### src/rtl/vga_pkg.sv
// vga_pkg: shared raster timing constants and types
// for the parametrised VGA timing generator.
package vga_pkg;

  localparam int VGA_H_ACTIVE = 640;
  localparam int VGA_H_FP     = 16;
  localparam int VGA_H_SYNC   = 96;
  localparam int VGA_H_BP     = 48;
  localparam int VGA_V_ACTIVE = 480;
  localparam int VGA_V_FP     = 10;
  localparam int VGA_V_SYNC   = 2;
  localparam int VGA_V_BP     = 33;
  localparam int VGA_CW       = 11;
  localparam int VGA_MAX_DLY  = 8;

  typedef struct packed {
    logic hs;
    logic vs;
    logic de;
  } timing_t;

  function automatic int vga_total(
    input int act,
    input int fp,
    input int sync,
    input int bp
  );
    return act + fp + sync + bp;
  endfunction

endpackage

### src/rtl/vga_timing_gen_if.sv
// vga_timing_gen_if: raster timing bundle from the
// generator (master) to the colour pipeline (slave).
interface vga_timing_gen_if
  import vga_pkg::*;
#(
  parameter int CW = VGA_CW
);

  logic [CW-1:0] x;
  logic [CW-1:0] y;
  logic          line_start;
  logic          frame_start;
  logic          hsync;
  logic          vsync;
  logic          de;

  modport master (
    output x, y, line_start, frame_start,
    output hsync, vsync, de
  );

  modport slave (
    input x, y, line_start, frame_start,
    input hsync, vsync, de
  );

endinterface

### src/rtl/vga_delay_line.sv
// vga_delay_line: enabled shift register, flushed to
// zero on reset; depth 0 is a plain wire.
module vga_delay_line
  import vga_pkg::*;
#(
  parameter int DEPTH = 0,
  parameter int W     = $bits(timing_t)
) (
  input  logic         clk,
  input  logic         rst,
  input  logic         en,
  input  logic [W-1:0] din,
  output logic [W-1:0] dout
);

  if (DEPTH < 0 || DEPTH > VGA_MAX_DLY) begin : g_bad
    $error("vga_delay_line: DEPTH out of range");
  end

  if (DEPTH == 0) begin : g_wire
    logic unused_ok;
    assign unused_ok = &{1'b0, clk, rst, en};
    assign dout = din;
  end else begin : g_sr
    logic [W-1:0] sr_q [DEPTH];
    logic [W-1:0] sr_d [DEPTH];

    // shift one place per enabled clock
    always_comb begin
      sr_d = sr_q;
      if (en) begin
        sr_d[0] = din;
        for (int i = 1; i < DEPTH; i++) begin
          sr_d[i] = sr_q[i-1];
        end
      end
    end

    // stage registers, flushed to inactive on reset
    always_ff @(posedge clk) begin
      if (rst) begin
        for (int i = 0; i < DEPTH; i++) begin
          sr_q[i] <= '0;
        end
      end else begin
        sr_q <= sr_d;
      end
    end

    assign dout = sr_q[DEPTH-1];
  end

endmodule

### src/rtl/vga_timing_gen.sv
// vga_timing_gen: parametrised raster counters with
// sync/DE decode and an alignment delay line.
module vga_timing_gen
  import vga_pkg::*;
#(
  parameter int H_ACTIVE   = VGA_H_ACTIVE,
  parameter int H_FP       = VGA_H_FP,
  parameter int H_SYNC     = VGA_H_SYNC,
  parameter int H_BP       = VGA_H_BP,
  parameter int V_ACTIVE   = VGA_V_ACTIVE,
  parameter int V_FP       = VGA_V_FP,
  parameter int V_SYNC     = VGA_V_SYNC,
  parameter int V_BP       = VGA_V_BP,
  parameter int H_SYNC_POL = 0,
  parameter int V_SYNC_POL = 0,
  parameter int CW         = VGA_CW,
  parameter int PIPE_DLY   = 0
) (
  input  logic clk_pixel,
  input  logic reset,
  input  logic en,
  vga_timing_gen_if.master tim
);

  localparam int H_TOTAL =
    vga_total(H_ACTIVE, H_FP, H_SYNC, H_BP);
  localparam int V_TOTAL =
    vga_total(V_ACTIVE, V_FP, V_SYNC, V_BP);

  if (longint'(H_TOTAL) > (longint'(1) << CW) ||
      longint'(V_TOTAL) > (longint'(1) << CW))
  begin : g_bad_cw
    $error("vga_timing_gen: totals exceed counter");
  end

  if (H_ACTIVE < 1 || H_FP < 1 || H_SYNC < 1 ||
      H_BP < 1 || V_ACTIVE < 1 || V_FP < 1 ||
      V_SYNC < 1 || V_BP < 1)
  begin : g_bad_width
    $error("vga_timing_gen: zero timing width");
  end

  if (PIPE_DLY < 0 || PIPE_DLY > VGA_MAX_DLY)
  begin : g_bad_dly
    $error("vga_timing_gen: PIPE_DLY out of range");
  end

  localparam logic [CW-1:0] H_LAST =
    CW'(H_TOTAL - 1);
  localparam logic [CW-1:0] V_LAST =
    CW'(V_TOTAL - 1);
  localparam logic [CW-1:0] H_ACT = CW'(H_ACTIVE);
  localparam logic [CW-1:0] V_ACT = CW'(V_ACTIVE);
  localparam logic [CW-1:0] HS_BEG =
    CW'(H_ACTIVE + H_FP);
  localparam logic [CW-1:0] HS_END =
    CW'(H_ACTIVE + H_FP + H_SYNC);
  localparam logic [CW-1:0] VS_BEG =
    CW'(V_ACTIVE + V_FP);
  localparam logic [CW-1:0] VS_END =
    CW'(V_ACTIVE + V_FP + V_SYNC);

  logic [CW-1:0] h_q, h_d;
  logic [CW-1:0] v_q, v_d;
  timing_t       raw;
  timing_t       dly;
  logic          ls;

  // advance h every enabled clock; v steps on h wrap
  always_comb begin
    h_d = h_q;
    v_d = v_q;
    if (en) begin
      if (h_q == H_LAST) begin
        h_d = '0;
        v_d = (v_q == V_LAST) ? '0 : v_q + CW'(1);
      end else begin
        h_d = h_q + CW'(1);
      end
    end
  end

  // counter registers; reset wins over en
  always_ff @(posedge clk_pixel) begin
    if (reset) begin
      h_q <= '0;
      v_q <= '0;
    end else begin
      h_q <= h_d;
      v_q <= v_d;
    end
  end

  // undelayed decode, held inactive during reset
  always_comb begin
    raw = '0;
    if (!reset) begin
      raw.de = (h_q < H_ACT) && (v_q < V_ACT);
      raw.hs = (h_q >= HS_BEG) && (h_q < HS_END);
      raw.vs = (v_q >= VS_BEG) && (v_q < VS_END);
    end
  end

  vga_delay_line #(
    .DEPTH (PIPE_DLY),
    .W     ($bits(timing_t))
  ) u_dly (
    .clk  (clk_pixel),
    .rst  (reset),
    .en   (en),
    .din  (raw),
    .dout (dly)
  );

  assign ls = en && !reset && (h_q == '0);

  assign tim.x           = h_q;
  assign tim.y           = v_q;
  assign tim.line_start  = ls;
  assign tim.frame_start = ls && (v_q == '0);
  assign tim.de          = dly.de;
  assign tim.hsync =
    (H_SYNC_POL != 0) ? dly.hs : !dly.hs;
  assign tim.vsync =
    (V_SYNC_POL != 0) ? dly.vs : !dly.vs;

endmodule
### src/flat_wrapper.sv
// flat-port wrapper written by rule: the top's interface ports become plain ports
module vga_timing_gen_flat import vga_pkg::*;
#(
  parameter int H_ACTIVE   = VGA_H_ACTIVE,
  parameter int H_FP       = VGA_H_FP,
  parameter int H_SYNC     = VGA_H_SYNC,
  parameter int H_BP       = VGA_H_BP,
  parameter int V_ACTIVE   = VGA_V_ACTIVE,
  parameter int V_FP       = VGA_V_FP,
  parameter int V_SYNC     = VGA_V_SYNC,
  parameter int V_BP       = VGA_V_BP,
  parameter int H_SYNC_POL = 0,
  parameter int V_SYNC_POL = 0,
  parameter int CW         = VGA_CW,
  parameter int PIPE_DLY   = 0
)
  (clk_pixel, reset, en, tim_x, tim_y, tim_line_start, tim_frame_start, tim_hsync, tim_vsync, tim_de);
  vga_timing_gen_if #(.CW(CW)) tim_i ();
  input  logic clk_pixel;
  input  logic reset;
  input  logic en;
  output wire logic [$bits(tim_i.x)-1:0] tim_x;
  output wire logic [$bits(tim_i.y)-1:0] tim_y;
  output wire logic [$bits(tim_i.line_start)-1:0] tim_line_start;
  output wire logic [$bits(tim_i.frame_start)-1:0] tim_frame_start;
  output wire logic [$bits(tim_i.hsync)-1:0] tim_hsync;
  output wire logic [$bits(tim_i.vsync)-1:0] tim_vsync;
  output wire logic [$bits(tim_i.de)-1:0] tim_de;
  assign tim_x = tim_i.x;
  assign tim_y = tim_i.y;
  assign tim_line_start = tim_i.line_start;
  assign tim_frame_start = tim_i.frame_start;
  assign tim_hsync = tim_i.hsync;
  assign tim_vsync = tim_i.vsync;
  assign tim_de = tim_i.de;
  vga_timing_gen #(.H_ACTIVE(H_ACTIVE), .H_FP(H_FP), .H_SYNC(H_SYNC), .H_BP(H_BP), .V_ACTIVE(V_ACTIVE), .V_FP(V_FP), .V_SYNC(V_SYNC), .V_BP(V_BP), .H_SYNC_POL(H_SYNC_POL), .V_SYNC_POL(V_SYNC_POL), .CW(CW), .PIPE_DLY(PIPE_DLY)) u_core (.clk_pixel(clk_pixel), .reset(reset), .en(en), .tim(tim_i));
endmodule
### config.mk
export PLATFORM = sky130hd
export DESIGN_NAME = vga_timing_gen_flat
export DESIGN_NICKNAME = d
export VERILOG_FILES = /design/src/rtl/vga_pkg.sv /design/src/rtl/vga_timing_gen_if.sv /design/src/rtl/vga_delay_line.sv /design/src/rtl/vga_timing_gen.sv /design/src/flat_wrapper.sv
export SDC_FILE = /design/constraint.sdc
export NUM_CORES = 1
export LEC_CHECK = 0
export ABC_AREA = 1
export ABC_CLOCK_PERIOD_IN_PS = 2210
export CAP_MARGIN = 20
export CORE_MARGIN = 3
export CORE_UTILIZATION = 50
export DETAILED_ROUTE_END_ITERATION = 8
export PLACE_DENSITY = 0.88
export RECOVER_POWER = 25
export REMOVE_ABC_BUFFERS = 1
export SYNTH_ARGS = -nofsm -noshare
export SYNTH_HDL_FRONTEND = slang
export SYNTH_SLANG_ARGS = --single-unit
### constraint.sdc
create_clock -name clk_pixel -period 2.21 [get_ports clk_pixel]
set_clock_uncertainty 0.2 [all_clocks]
set_input_delay 0.663 -clock clk_pixel [delete_from_list [all_inputs] [get_ports clk_pixel]]
set_output_delay 0.663 -clock clk_pixel [all_outputs]
set_load 0.1 [all_outputs]
# Yosys cells after proc, flatten, opt, wreduce, memory -nomap -nowiden
# Index checks and enable logic that the tools add are counted.
dict set report classes {
  n_div 0
  add_sub_neg 2
  shift 0
  mul 0
  reduce_logical 12
  mux 3
  bitwise 0
  eq_ne 2
  order_cmp 6
}
# cell n
set ops {}
lappend ops {{$add A11 B1 Y11 const B} 2}
lappend ops {{$eq A11 B10 Y1 const B} 2}
lappend ops {{$logic_not A11 Y1} 2}
lappend ops {{$lt A11 B10 Y1 const B} 2}
lappend ops {{$lt A11 B9 Y1 const B} 2}
lappend ops {{$mux W11} 2}
lappend ops {{$ge A11 B10 Y1 const B} 1}
lappend ops {{$ge A11 B9 Y1 const B} 1}
lappend ops {{$logic_and A1 B1 Y1} 6}
lappend ops {{$logic_not A1 Y1} 3}
lappend ops {{$mux W3} 1}
lappend ops {{$reduce_and A2 Y1} 1}
dict set report word_totals {
  output_inout_bits 27
  in_bits 3
  rom_bits 0
  latchBits 0
  wordCells 27
  regBits 22
  memories 0
  ram_bits 0
}

# Depth between registers and ports, before layout
dict set report depth {
  ltp_word 4
  mapped_depth 9
  ltp_nobuf 9
}

# Modules after synthesis
# Synthesis repeated with hierarchy kept, for this count alone.
dict set report hier_totals {
  cells_unflattened 232
  area_unflattened_um2 1482.7
}
# mod instances cells_each seq_area_each_um2 area_each_um2
set by_module_without_submodules {}
lappend by_module_without_submodules {vga_timing_gen 1 229 440.4 1460.2}
lappend by_module_without_submodules {vga_delay_line 1 3 0.0 22.5}

# Worst setup path before layout
# No wires, ideal clock.
dict set report synth_path {
  path_type {register to output}
  from {register u_core.h_q[10], in the netlist u_core.tim.x[10]}
  to {output port tim_de}
  required_time_ns 1.347
  path_stages_with_launch 5
  arrival_time_ns 3.529
  n_path_buf 0
  setup_slack_ns -2.182
  cell_sequence {dfxtp_1 -> inv_1 -> nand2_2 -> a21oi_1 -> nor3b_1}
}
dict set report synth_via {
  elab_chain_len 3
}
# element line_no
set synth_rtl {}
lappend synth_rtl {{from (decl)} vga_timing_gen.sv:63} ;# logic [CW-1:0] h_q, h_d;
lappend synth_rtl {{from (signal assigned)} vga_timing_gen.sv:86} ;# h_q <= '0;
lappend synth_rtl {{from (signal assigned)} vga_timing_gen.sv:89} ;# h_q <= h_d;
lappend synth_rtl {{$lt A11 B10 Y1} vga_timing_gen.sv:98} ;# raw.de = (h_q < H_ACT) && (v_q < V_ACT);
lappend synth_rtl {{$logic_and A1 B1 Y1} vga_timing_gen.sv:98}
lappend synth_rtl {{$mux W3} vga_timing_gen.sv:97} ;# if (!reset) begin
lappend synth_rtl {{to (decl)} flat_wrapper.sv:28} ;# output wire logic [$bits(tim_i.de)-1:0] tim_de;
# No other way between the ends.

# Worst setup path after layout
dict set report layout_path {
  from {register u_core.v_q[2], in the netlist u_core.tim.y[2]}
  to {output port tim_frame_start}
}
dict set report layout_via {
  elab_chain_len 2
}
# element line_no
set layout_rtl {}
lappend layout_rtl {{from (decl)} vga_timing_gen.sv:64} ;# logic [CW-1:0] v_q, v_d;
lappend layout_rtl {{from (signal assigned)} vga_timing_gen.sv:90} ;# v_q <= v_d;
lappend layout_rtl {{$logic_not A11 Y1} vga_timing_gen.sv:120} ;# assign tim.frame_start = ls && (v_q == '0);
lappend layout_rtl {{$logic_and A1 B1 Y1} vga_timing_gen.sv:120}
lappend layout_rtl {{to (decl)} flat_wrapper.sv:25} ;# output wire logic [$bits(tim_i.frame_start)-1:0] tim_frame_start;
# No other way between the ends.

==> flow_metrics.tcl <==
set metrics [dict create \
    outcome "finished, violations left" \
    violations "setup timing" \
    final_cells 322 \
    synth_simple_gate_area_share 0.441 \
    synth_top_area_frac 0.313 \
    path_cells "nor3_1 > nand4_1 > nor3_4 > buf_6 > buf_12" \
    yosys-top-cells-area "dfxtp_1 (31%), nand2_1 (14%), nor2_1 (9.6%)" \
    clock_path_buffers 2 \
    die_area_um2 3490 \
    fin_nets 301 \
    clkTransAtPathRegs_ns 0.12 \
    first_pass_iters 7 \
    synthCells 216 \
    period_minus_slack_ns 2.88 \
    num_rows 18 \
    worstSetupEndpointType "primary output" \
    hold_class "reg2reg" \
    crit_slowest_cell "nor3_1" \
    ir_worst_vdd_mv 0.451 \
    drt_wl_total_um 8440 \
    h-tree-depth 1 \
    yosys_register_bits 22 \
    grt_use_total 0.434 \
    grt_pass1_vias 2052 \
    synth-xor-area-share 0.0187 \
    yosysMostFrequentCell "nand2_1" \
    tightestPinTransition_ns 0.485 \
    min_period_over_period 1.30 \
    wl_per_cell_um 26.2 \
    ant_nets 0 \
    p_leak_uw 0.00106 \
    drtIter0Drc 473 \
    netlist_area_um2 1410 \
    grt_setup_unrepaired "yes" \
    setup_viol 23 \
    final_max_slew_viol_count 0 \
    cts_buffers 3 \
    p_per_area_nw_per_um2 314 \
    cts-root-buf "clkbuf_4" \
    cp-start-kind "flop" \
    antenna_found_initial 0 \
    cts_tree "done" \
    fp.dieW_um 59.0 \
    synth-adder-area-share 0.0356 \
    clock.fmax_mhz 347 \
    route.vias.total 2253 \
    grt_max_degree 12 \
    core-area_um2 2570 \
    design_area_um2 2480 \
    regArea_um2 447 \
    place_inst 309 \
    yosysWarningCount 0 \
    crit_start "u_core.tim.y[2]" \
    synth_top_area_cell "dfxtp_1" \
    vias_per_cell 7.00 \
    yosys-top-cells-count "nand2_1 (51), nor2_1 (36), inv_1 (30)" \
    synth.distinct_cells 26 \
    dieHeight_um 59.0 \
    drc_errors 0 \
    clock-sinks 22 \
    ys_seq_area_frac 0.313 \
    crit_arrival_ns 2.02 \
    dp_hpwl_um 3880 \
    fill_cells 46 \
    antenna_cells 0 \
    numPortBuffers 29 \
    hold_violations 0 \
    synth_top_family_by_area "simple AND/OR/NAND/NOR gates" \
    initial_core_util 0.548 \
    multi_input_area_um2 921 \
    dpl_cell_area_um2 2280 \
    slowest_delay_ns 0.38 \
    synth-edff-count 0 \
    yosys_most_used_dff "dfxtp_1" \
    rr_startpoint "u_core.tim.x[1]" \
    insertion_delay_ns 0.33 \
    grt_pass1_wl_um 11000 \
    hold_buffers 0 \
    muxShareOfSynthArea 0 \
    critPathMaxFanout 2 \
    pre_cts_slack_ns -0.768 \
    ios 30 \
    gp_congestion 0.958 \
    drive_gt1_frac 0.418 \
    syn_avg_cell_area_um2 6.51 \
    max_slew_margin 0.676 \
    worstPathRequired_ns 1.35 \
    critical_path_class "reg2out" \
    maxCapViolCount 0 \
    setup_slack_ns -0.668 \
    synth_compound_area_frac 0.0881 \
    worstHoldStart "u_core.tim.x[0]" \
    synth-async-reset-ratio 0 \
    grt-ovfl-total 0 \
    syn_to_final_growth_pct 76.4 \
]
[kinds of logic after synthesis]
family,after synthesis
DFF,22
and+or+nand+nor,132
xor gates and xnor gates,3
buffers and inverters,36
adders and majority gates,4
AOI/OAI and AO/OA,19
[placed cells by master (no fill, tap or decap), types with 2 or more instances in the layout]
cell      netlist  routed
a21oi_1         8       8
a21oi_2         2       2
buf_12          0      27
buf_4           0      43
buf_6           1       3
clkbuf_4        0       4
dfxtp_1        22      17
dfxtp_2         0       5
ha_1            4       3
inv_1          30      23
inv_2           2       8
nand2_1        51      49
nand2_2         6       5
nand2_4         1       4
nand3_1        19      19
nand3_2         2       2
nand4_1         4       4
nor2_1         36      32
nor2_2          0       2
nor2_4          3       5
nor3_1          5       2
nor3_2          0       2
nor3b_1         3       2
o21ai_0         3       3
o21bai_1        4       4
xor2_1          3       3
[sequential cells by signal (all words and copies together) (netlist names)]
| register | count |
|---|---|
| u_core.tim.x | 11 |
| u_core.tim.y | 11 |
[through the flow]
step	util	TNS, ns	hold WS [ns]	power (uW)
after floorplan	-	-8.71	0.525	482
after global placement	0.887	-4.00	0.273	543
after detailed placement	0.887	-5.69	0.309	548
after CTS	0.943	-0.979	0.326	733
after global routing	0.966	-7.56	0.424	795
final	0.966	-5.90	0.420	779
[path summary, 6_finish.rpt]
| path | to | slack, ns | depth (start not counted) |
|---|---|---|---|
| worst min register to register | u_core.tim.x[0] | 0.42 | 2 |
| worst max-delay path | tim_frame_start | -0.67 | 5 |
| worst max register to register | u_core.tim.x[10] | -0.35 | 9 |
| worst min-delay path | u_core.tim.x[0] | 0.42 | 2 |
[worst max-delay path, delay by kind of cell (launching register included)]
family | cells | cell delay, ns
simple gates | 3 | 1.01
flops | 1 | 0.36
buf+inv | 2 | 0.31
[final cells by class]
cell class	instances	share of cell area
clock buffers	3	0.00908
flip-flops and latches	22	0.180
well taps	30	0.0151
repair buffers	77	0.374
inverters	32	0.0504
multi-input cells	158	0.371
[metal layers]
metal / part of all wire / global-route usage / wire, um / up-vias
met2: 0.42 / 0.692 / 3540 / 300
li1: - / - / - / 837
met4: 0.12 / 0.288 / 1010 / 0
met5: 0 / 0 / 0 / -
met3: 0.14 / 0.146 / 1190 / 121
met1: 0.32 / 0.489 / 2700 / 995
[report_power, final]
part / internal (uW) / switching (uW) / total, uW / leakage, uW
Combinational: 67.1 / 114 / 181 / 0.000861
Clock: 64.2 / 131 / 196 / 0.0000138
Sequential: 399 / 3.17 / 403 / 0.000180
[what timing repair did]
item	CTS	global route
pin swaps	12	7
setup buffers	5	5
gates resized for setup	32	18
setup endpoints to repair	5	5
gates cloned	0	0
No activity file was read; power rests on OpenSTA's default activity.
